**src/rtl/tbtt_gen.sv**
```systemverilog
// tbtt_gen: beacon TBTT and early-warning pulse generator slaved to the TSF.
// Arming finds the phase within the beacon period with a bit-serial divider.
module tbtt_gen #(
  parameter int TIMER_WIDTH = 64,
  parameter int BI_WIDTH    = 16
) (
  input  logic                   clk,
  input  logic                   rst,
  input  logic [TIMER_WIDTH-1:0] tsf_runtime_val,
  input  logic                   tsf_pulse_1M,
  input  logic                   tsf_load_control,
  input  logic                   enable,
  input  logic [BI_WIDTH-1:0]    beacon_interval_tu,
  input  logic [BI_WIDTH-1:0]    pre_tbtt_us,
  output logic                   tbtt_pulse,
  output logic                   pre_tbtt_pulse,
  output logic [TIMER_WIDTH-1:0] next_tbtt,
  output logic [BI_WIDTH-1:0]    tbtt_count,
  output logic                   armed
);

  localparam int PW = BI_WIDTH + 10;
  localparam int CW = $clog2(TIMER_WIDTH + 1);

  typedef enum logic [1:0] {
    IDLE,
    WAIT,
    CALC,
    RUN
  } state_t;

  state_t state;

  logic [PW-1:0]          period;
  logic [PW-1:0]          rem_q;
  logic [PW-1:0]          remaining;
  logic [BI_WIDTH-1:0]    pre_q;
  logic [TIMER_WIDTH-1:0] t_q;
  logic [TIMER_WIDTH-1:0] t_sh;
  logic [CW-1:0]          bit_cnt;
  logic [7:0]             skip;
  logic                   load_d;

  logic                   reload;
  logic [PW:0]            rem_sh;
  logic [PW:0]            rem_sub;
  logic [PW-1:0]          rem_nxt;
  logic [7:0]             skip_nxt;
  logic [PW-1:0]          gap;
  logic                   late;
  logic [PW-1:0]          rem_dec;
  logic                   pre_ok;
  logic [TIMER_WIDTH-1:0] base;

  always_comb begin
    reload   = load_d & ~tsf_load_control;
    rem_sh   = {rem_q, t_sh[TIMER_WIDTH-1]};
    rem_sub  = rem_sh - {1'b0, period};
    // borrow out of the trial subtraction means restore
    rem_nxt  = rem_sub[PW] ? rem_sh[PW-1:0] : rem_sub[PW-1:0];
    skip_nxt = (tsf_pulse_1M && skip != 8'hff) ? skip + 8'd1 : skip;
    gap      = period - rem_nxt;
    late     = gap <= PW'(skip_nxt);
    rem_dec  = remaining - PW'(1);
    pre_ok   = (pre_q != '0) && (PW'(pre_q) < period);
    base     = t_q - TIMER_WIDTH'(rem_nxt) + TIMER_WIDTH'(period);
  end

  always_ff @(posedge clk) begin
    if (rst) begin
      state          <= IDLE;
      load_d         <= 1'b0;
      tbtt_pulse     <= 1'b0;
      pre_tbtt_pulse <= 1'b0;
      next_tbtt      <= '0;
      tbtt_count     <= '0;
      armed          <= 1'b0;
      period         <= '0;
      rem_q          <= '0;
      remaining      <= '0;
      pre_q          <= '0;
      t_q            <= '0;
      t_sh           <= '0;
      bit_cnt        <= '0;
      skip           <= '0;
    end else begin
      load_d         <= tsf_load_control;
      tbtt_pulse     <= 1'b0;
      pre_tbtt_pulse <= 1'b0;
      if (!enable) begin
        state <= IDLE;
        armed <= 1'b0;
      end else if (reload && state != IDLE) begin
        state <= WAIT;
        armed <= 1'b0;
      end else begin
        unique case (state)
          IDLE: begin
            if (beacon_interval_tu != '0)
              state <= WAIT;
          end
          WAIT: begin
            t_q     <= tsf_runtime_val;
            t_sh    <= tsf_runtime_val;
            period  <= {beacon_interval_tu, 10'b0};
            pre_q   <= pre_tbtt_us;
            skip    <= '0;
            rem_q   <= '0;
            bit_cnt <= '0;
            state   <= CALC;
          end
          CALC: begin
            rem_q   <= rem_nxt;
            t_sh    <= t_sh << 1;
            skip    <= skip_nxt;
            bit_cnt <= bit_cnt + CW'(1);
            if (bit_cnt == CW'(TIMER_WIDTH - 1)) begin
              tbtt_count <= '0;
              armed      <= 1'b1;
              state      <= RUN;
              // TBTT already passed while dividing: fire now
              if (late) begin
                remaining  <= period;
                next_tbtt  <= base + TIMER_WIDTH'(period);
                tbtt_pulse <= 1'b1;
              end else begin
                remaining  <= gap - PW'(skip_nxt);
                next_tbtt  <= base;
              end
            end
          end
          RUN: begin
            if (tsf_pulse_1M) begin
              if (remaining == PW'(1)) begin
                tbtt_pulse <= 1'b1;
                remaining  <= period;
                next_tbtt  <= next_tbtt + TIMER_WIDTH'(period);
                tbtt_count <= tbtt_count + BI_WIDTH'(1);
              end else begin
                remaining <= rem_dec;
                if (pre_ok && rem_dec == PW'(pre_q))
                  pre_tbtt_pulse <= 1'b1;
              end
            end
          end
          default: state <= IDLE;
        endcase
      end
    end
  end

endmodule
```
**config.mk**
```make
export PLATFORM = sky130hd
export DESIGN_NAME = tbtt_gen
export DESIGN_NICKNAME = d
export VERILOG_FILES = /design/src/rtl/tbtt_gen.sv
export SDC_FILE = /design/constraint.sdc
export NUM_CORES = 1
export LEC_CHECK = 0
export CORE_MARGIN = 4
export CORE_UTILIZATION = 25
export CTS_CLUSTER_DIAMETER = 30
export DETAILED_ROUTE_END_ITERATION = 7
export HOLD_SLACK_MARGIN = 0.05
export SLEW_MARGIN = 20
export SYNTH_ARGS = -nofsm -noshare
export SYNTH_HDL_FRONTEND = slang
export SYNTH_SLANG_ARGS = --single-unit
```
**constraint.sdc**
```tcl
create_clock -name clk -period 10.15 [get_ports clk]
set_input_delay 1.015 -clock clk [delete_from_list [all_inputs] [get_ports clk]]
set_output_delay 1.015 -clock clk [all_outputs]
set_load 0.02 [all_outputs]
```
==> results.json, run 1 <==
{
  "status": "completed",
  "p_comb_frac": 0.355,
  "crit_fanout": 20,
  "htreeDepth": 3,
  "p_seq_frac": 0.195,
  "ios": 184,
  "ys.flop_type": "dfxtp_1",
  "port_buffers": 183,
  "power_mw": 6.783,
  "r2r_start": "period[10]",
  "cts_buffers": 90,
  "initial_utilization": 0.2522,
  "synth_compound_area_frac": 0.2422,
  "syn_area_um2": 24390,
  "max_freq_ghz": 0.1043,
  "post_cts_buffers": 0,
  "final_cell_mix": "nand2_1 (437), a21oi_1 (361), nor2_1 (313), dfxtp_1 (313), clkdlybuf4s50_1 (182)",
  "arrival_ns": 10.06,
  "fin_setup_tns_ns": 0,
  "firstDrtPassIters": 6,
  "die-area_um2": 102600,
  "finalMaxSlewViolations": 0,
  "power.switching_mw": 2.419,
  "tritoncts": "yes",
  "post-route-period-util": 0.9444,
  "synth-adder-area-share": 0.09983,
  "synthTopCellsByArea": "dfxtp_1 (26%), ha_1 (8.3%), a21oi_1 (7.4%), nand2_1 (6.7%), nor2_1 (4.8%)",
  "peakVddDrop_v": 0.0001177,
  "synthCells": 3261,
  "synth-edff-count": 0,
  "cts_hold_buf": 0,
  "p_per_area_nw_per_um2": 220.0,
  "grt_util_all_layers": 0.1682,
  "fin_nets": 3683,
  "viasPerCell": 5.172,
  "path_clk_slew_ns": 0.04,
  "dr.first_iter.drc_count": 1852,
  "yosys.area_share.simple": 0.2405,
  "clock_sinks": 313,
  "place_area_um2": 27530,
  "wl_per_cell_um": 18.96,
  "grt_pass1_vias": 23130,
  "fp.dieH_um": 320.4,
  "crit_top_cell": "ha_1",
  "yosysTopAreaCell": "dfxtp_1",
  "synthMuxAreaShare": 0.03786,
  "layout_commonest_cell": "nand2_1",
  "worstSetupEndpointType": "register",
  "min_to": "t_q[25]",
  "synth_area_per_cell_um2": 7.480,
  "reg2reg_to": "next_tbtt[56]",
  "hold_viol_final": 0,
  "holdPathStages": 2,
  "post_cts_resized": 0,
  "reg2regPathDepth": 33,
  "route.detailed.drc": 0,
  "core_um2": 96710,
  "worstPathRequired_ns": 10.62,
  "postSynth.asyncResetShare": 0,
  "ant_nets": 0,
  "syn_to_final_growth_pct": 26.39,
  "seq_area_frac_synth": 0.2569,
  "die_w_um": 320.4,
  "clock_latency_ns": 0.64,
  "design_area_um2": 30830,
  "antenna_found_initial": 3,
  "worstMarginPinSlew_ns": 1.100,
  "yosysWarningCount": 0,
  "rsz0062_at_grt": "no",
  "skew_ns": 0.02989,
  "root_buffer": "clkbuf_16",
  "synthXorXnorAreaFrac": 0.07469,
  "synth_top_area_frac": 0.2569,
  "synth_top_family_by_area": "compound AO/OA/AOI/OAI gates",
  "gr-total-overflow": 0,
  "cp_slowest_cell": "a2111oi_0",
  "startpoint_type": "register",
  "antenna_cells": 0,
  "hpwl_mm": 68.24,
  "synth_seq_cells": 313,
  "maxSlewHeadroom": 0.2664,
  "power.leakage_nw": 11.67,
  "max_stage_delay_ns": 0.75,
  "clockBufferDepth": 3,
  "rrSetupSlack_ns": 0.56,
  "worstSetupPathType": "register to register",
  "row_count": 114,
  "clkPwrFrac": 0.450,
  "swShare": 0.3565,
  "via_count": 24560,
  "drive_gt1_frac": 0.06970,
  "hold_class": "register to register",
  "maxCapViolations": 0,
  "grt_pass1_wl_mm": 137.8,
  "min-delay-start": "t_q[25]",
  "gp_congestion": 0.9303,
  "yosysUniqueCellTypes": 91,
  "p_int_mw": 4.365,
  "setup-violations-final": 0,
  "synth_nets": 3544,
  "wl_mm": 90.03,
  "grt_max_degree": 92,
  "period_needed_ns": 9.585
}
## layout make-up
cell class / instances / area (um2)
Timing Repair Buffer: 223 / 2137
Multi-Input combinational cell: 2639 / 17030
Fill cell: 10300 / 65880
Clock buffer: 125 / 2575
Clock inverter: 39 / 724.4
Sequential cell: 313 / 6266
Inverter: 133 / 499.2
Tap cell: 1276 / 1597
## synthesized netlist by cell type, types with 9 or more instances
| library cell | n |
|---|---|
| a211oi_1 | 106 |
| a21boi_0 | 10 |
| a21o_1 | 56 |
| a21oi_1 | 361 |
| a22oi_1 | 9 |
| a2bb2oi_1 | 14 |
| a31oi_1 | 26 |
| and2_1 | 19 |
| and3_1 | 32 |
| clkbuf_1 | 164 |
| dfxtp_1 | 313 |
| fa_1 | 21 |
| ha_1 | 161 |
| inv_1 | 132 |
| mux2i_1 | 90 |
| nand2_1 | 438 |
| nand2b_1 | 28 |
| nand3_1 | 93 |
| nand3b_1 | 11 |
| nand4_1 | 46 |
| nand4b_1 | 12 |
| nor2_1 | 315 |
| nor2b_1 | 15 |
| nor3_1 | 84 |
| nor3b_1 | 10 |
| nor4_1 | 37 |
| o211ai_1 | 37 |
| o21a_1 | 25 |
| o21ai_0 | 130 |
| o21bai_1 | 26 |
| o22ai_1 | 12 |
| o31ai_1 | 10 |
| or2_2 | 11 |
| or3_1 | 27 |
| or4_1 | 10 |
| xnor2_1 | 130 |
| xor2_1 | 78 |
## through the flow
| stage | hold WS, ns | cells | util | setup slack, ns |
|---|---|---|---|---|
| finish | 0.4539 | 4748 | 0.3188 | 0.5647 |
| global placement | 0.4437 | 4584 | 0.2847 | 0.8266 |
| detailed placement | 0.4513 | 4584 | 0.2847 | 0.7665 |
| CTS | 0.4568 | 4748 | 0.3188 | 0.7115 |
| floorplan | 0.4316 | 3261 | - | 2.028 |
| global route | 0.4784 | 4748 | 0.3188 | 0.01625 |
## registers in the layout, indices dropped and copies added, names as in the netlist
signal,cells
armed,1
bit_cnt,7
load_d,1
next_tbtt,64
period,16
pre_q,16
pre_tbtt_pulse,1
rem_q,26
remaining,26
skip,8
state,2
t_q,64
t_sh,64
tbtt_count,16
tbtt_pulse,1
## layer usage
layer / routed length, um / up-vias / share of wire / global-route usage
met5: 13 / - / 0.00014 / 0
met4: 3492 / 2 / 0.039 / 0.06466
met3: 6059 / 187 / 0.067 / 0.03338
met2: 40620 / 761 / 0.45 / 0.2726
met1: 39840 / 11560 / 0.44 / 0.2205
li1: - / 12050 / - / -
## worst max-delay path: cells and delay by family, from the launching register on
kind | cells | cell delay, ns
adder cells (fa/ha/maj) | 5 | 1.89
XOR/XNOR | 1 | 0.21
buffers and inverters | 1 | 0.34
AND/OR/NAND/NOR | 9 | 1.71
flip-flops | 1 | 0.42
AO/OA/AOI/OAI | 17 | 4.80
## power by group through the flow
stage                     clock [mW]  combinational (mW)  sequential (mW)
after floorplan                    0                1.70             1.34
after global placement             0                2.34             1.35
after detailed placement           0                2.35             1.35
after CTS                       3.10                2.36             1.33
after global routing            3.17                2.61             1.33
final                           3.05                2.41             1.33
## cells by family after synthesis
kind of cell,Yosys count
multiplexers,92
buffers and inverters,309
AND/OR/NAND/NOR,1228
AO/OA/AOI/OAI,929
flip-flops,313
adder cells (fa/ha/maj),182
XOR/XNOR,208
## worst max-delay path by stage
stage	slack, ns	start	to	cells past startpoint
final	0.56	period[10]	next_tbtt[56]	33
after global routing	0.02	period[10]	next_tbtt[56]	33
after CTS	0.71	period[10]	next_tbtt[56]	33
after detailed placement	0.77	period[10]	next_tbtt[56]	33
after global placement	0.83	period[10]	next_tbtt[56]	33
after floorplan	2.03	period[10]	next_tbtt[49]	34
No activity file was read; power rests on OpenSTA's default activity.
==> inputs of run 2 (changes only) <==
--- a/config.mk
+++ b/config.mk
@@ -7,7 +7,7 @@
 export LEC_CHECK = 0
 export CORE_MARGIN = 4
 export CORE_UTILIZATION = 25
-export CTS_CLUSTER_DIAMETER = 30
+export CTS_CLUSTER_DIAMETER = 80
 export DETAILED_ROUTE_END_ITERATION = 7
 export HOLD_SLACK_MARGIN = 0.05
 export SLEW_MARGIN = 20
==> run 2 against run 1 <==
Net effect: core utilization decreased by 1.9 points; critical path type unchanged; final cell count shrank 1.9%; highest routed layer unchanged; non-clock buffer count did not move; wire length shrank 1.1%; sequential share of layout area grew 1.3 points; global-route usage fell by 0.19 points.
==> results.json, run 2 (synthesis gave the netlist of run 1 again) <==
{
  "pre_cts_ws_ns": 0.7665,
  "firstDrtPassIters": 6,
  "gr-total-overflow": 0,
  "holdPathStages": 2,
  "p_per_area_nw_per_um2": 183.2,
  "wl_mm": 89.05,
  "port_buffers": 183,
  "cp.depth": 33,
  "maxSlewHeadroom": 0.2669,
  "root_buffer": "clkbuf_16",
  "final_cell_mix": "nand2_1 (437), a21oi_1 (361), nor2_1 (313), dfxtp_1 (313), clkdlybuf4s50_1 (182)",
  "worstSetupPathType": "register to register",
  "hold_viol_final": 0,
  "antenna_found_initial": 3,
  "max_freq_ghz": 0.1060,
  "cp_slowest_cell": "a2111oi_1",
  "worstPathRequired_ns": 10.58,
  "fin_setup_tns_ns": 0,
  "crit_top_cell": "ha_1",
  "skew_ns": 0.03733,
  "period_needed_ns": 9.435,
  "clock_sinks": 313,
  "worstSetupEndpointType": "register",
  "grt_pass1_vias": 22570,
  "path_clk_slew_ns": 0.06,
  "row_count": 114,
  "grt_util_all_layers": 0.1663,
  "core_um2": 96710,
  "peakVddDrop_v": 0.0001192,
  "die_w_um": 320.4,
  "hold_class": "register to register",
  "grt_max_degree": 92,
  "layout_commonest_cell": "nand2_1",
  "crit_fanout": 20,
  "worstMarginPinSlew_ns": 1.100,
  "fp.dieH_um": 320.4,
  "post_cts_buffers": 0,
  "ant_nets": 0,
  "viasPerCell": 5.193,
  "path_buf_inv": 1,
  "drive_gt1_frac": 0.04734,
  "syn_to_final_growth_pct": 18.78,
  "post-route-period-util": 0.9296,
  "cp_top_family": "compound AO/OA/AOI/OAI gates",
  "initial_utilization": 0.2522,
  "via_count": 24190,
  "finalMaxSlewViolations": 0,
  "top_regs": "next_tbtt: 64 flops, t_q: 64 flops, t_sh: 64 flops",
  "gp_congestion": 0.9303,
  "clockBufferDepth": 3,
  "wl_per_cell_um": 19.12,
  "cts_buffers": 42,
  "reg2regPathDepth": 33,
  "maxCapViolations": 0,
  "startpoint_type": "register",
  "clock_latency_ns": 0.58,
  "arrival_ns": 9.86,
  "grt_pass1_wl_mm": 136.5,
  "ios": 184,
  "fin_nets": 3635,
  "setup-violations-final": 0,
  "htreeDepth": 2,
  "hpwl_mm": 68.24,
  "tritoncts": "yes",
  "dr.first_iter.drc_count": 1857,
  "rsz0062_at_grt": "no",
  "die-area_um2": 102600,
  "power.leakage_nw": 10.77,
  "max_stage_delay_ns": 0.61,
  "setup_ws_ns": 0.7150,
  "status": "completed",
  "route.detailed.drc": 0
}
## run 2: cell types whose count changed in the layout (fill, tap and decap cells not counted), sizes merged
cell / change
clkbuf: -72
bufinv: -10
clkinv: -8
clkinvlp: -2
diode: +1
## run 2: final cells by class
type | count | area (um2)
multi-input cells | 2639 | 17030
fillers | 10470 | 67740
diodes | 1 | 2.502
repair buffers | 223 | 2137
clock inverters | 19 | 305.3
flip-flops and latches | 313 | 6266
clock buffers | 53 | 1132
inverters | 133 | 499.2
well taps | 1276 | 1597
## run 2: final timing paths
check                    start  slack, ns       endpoint
hold / removal    next_tbtt[7]       0.45   next_tbtt[7]
setup / recovery    period[10]       0.72  next_tbtt[56]
hold reg to reg   next_tbtt[7]       0.45   next_tbtt[7]
setup reg to reg    period[10]       0.72  next_tbtt[56]
## run 2: through the flow
stage                     power, mW  area (um2)  hold WS (ns)  utilization  instances
after floorplan               3.038       24390        0.4316            -       3261
after global placement        3.689       27530        0.4437       0.2847       4584
after detailed placement      3.692       27530        0.4513       0.2847       4584
after CTS                     5.314       28970        0.4599       0.2995       4656
after global routing          5.611       28970        0.4809       0.2995       4656
final                         5.307       28970        0.4549       0.2996       4657
## run 2: power by group
part / leakage, nW / internal, mW / total (mW) / switching, mW
clock network: 0.691 / 0.969 / 1.58 / 0.615
registers: 2.53 / 1.28 / 1.32 / 0.0440
logic: 7.54 / 0.897 / 2.40 / 1.51
## run 2: worst register-to-register path: cells and delay by family, from the launching register on
family,cells,cell delay [ns]
AO/OA/AOI/OAI,17,4.66
XOR/XNOR,1,0.21
adder cells (fa/ha/maj),5,1.92
buffers and inverters,1,0.34
flip-flops,1,0.43
AND/OR/NAND/NOR,9,1.73
## run 2: repair_timing
item,CTS,global route
hold buffers,0,0
setup endpoints to repair,0,1
gates resized for setup,0,1
## run 2: routing by layer
metal,GRT usage,part of all wire,vias up
met5,0,0.00015,-
met4,0.06086,0.042,2
met3,0.02808,0.066,152
met2,0.2684,0.45,753
met1,0.2232,0.45,11360
li1,-,-,11920
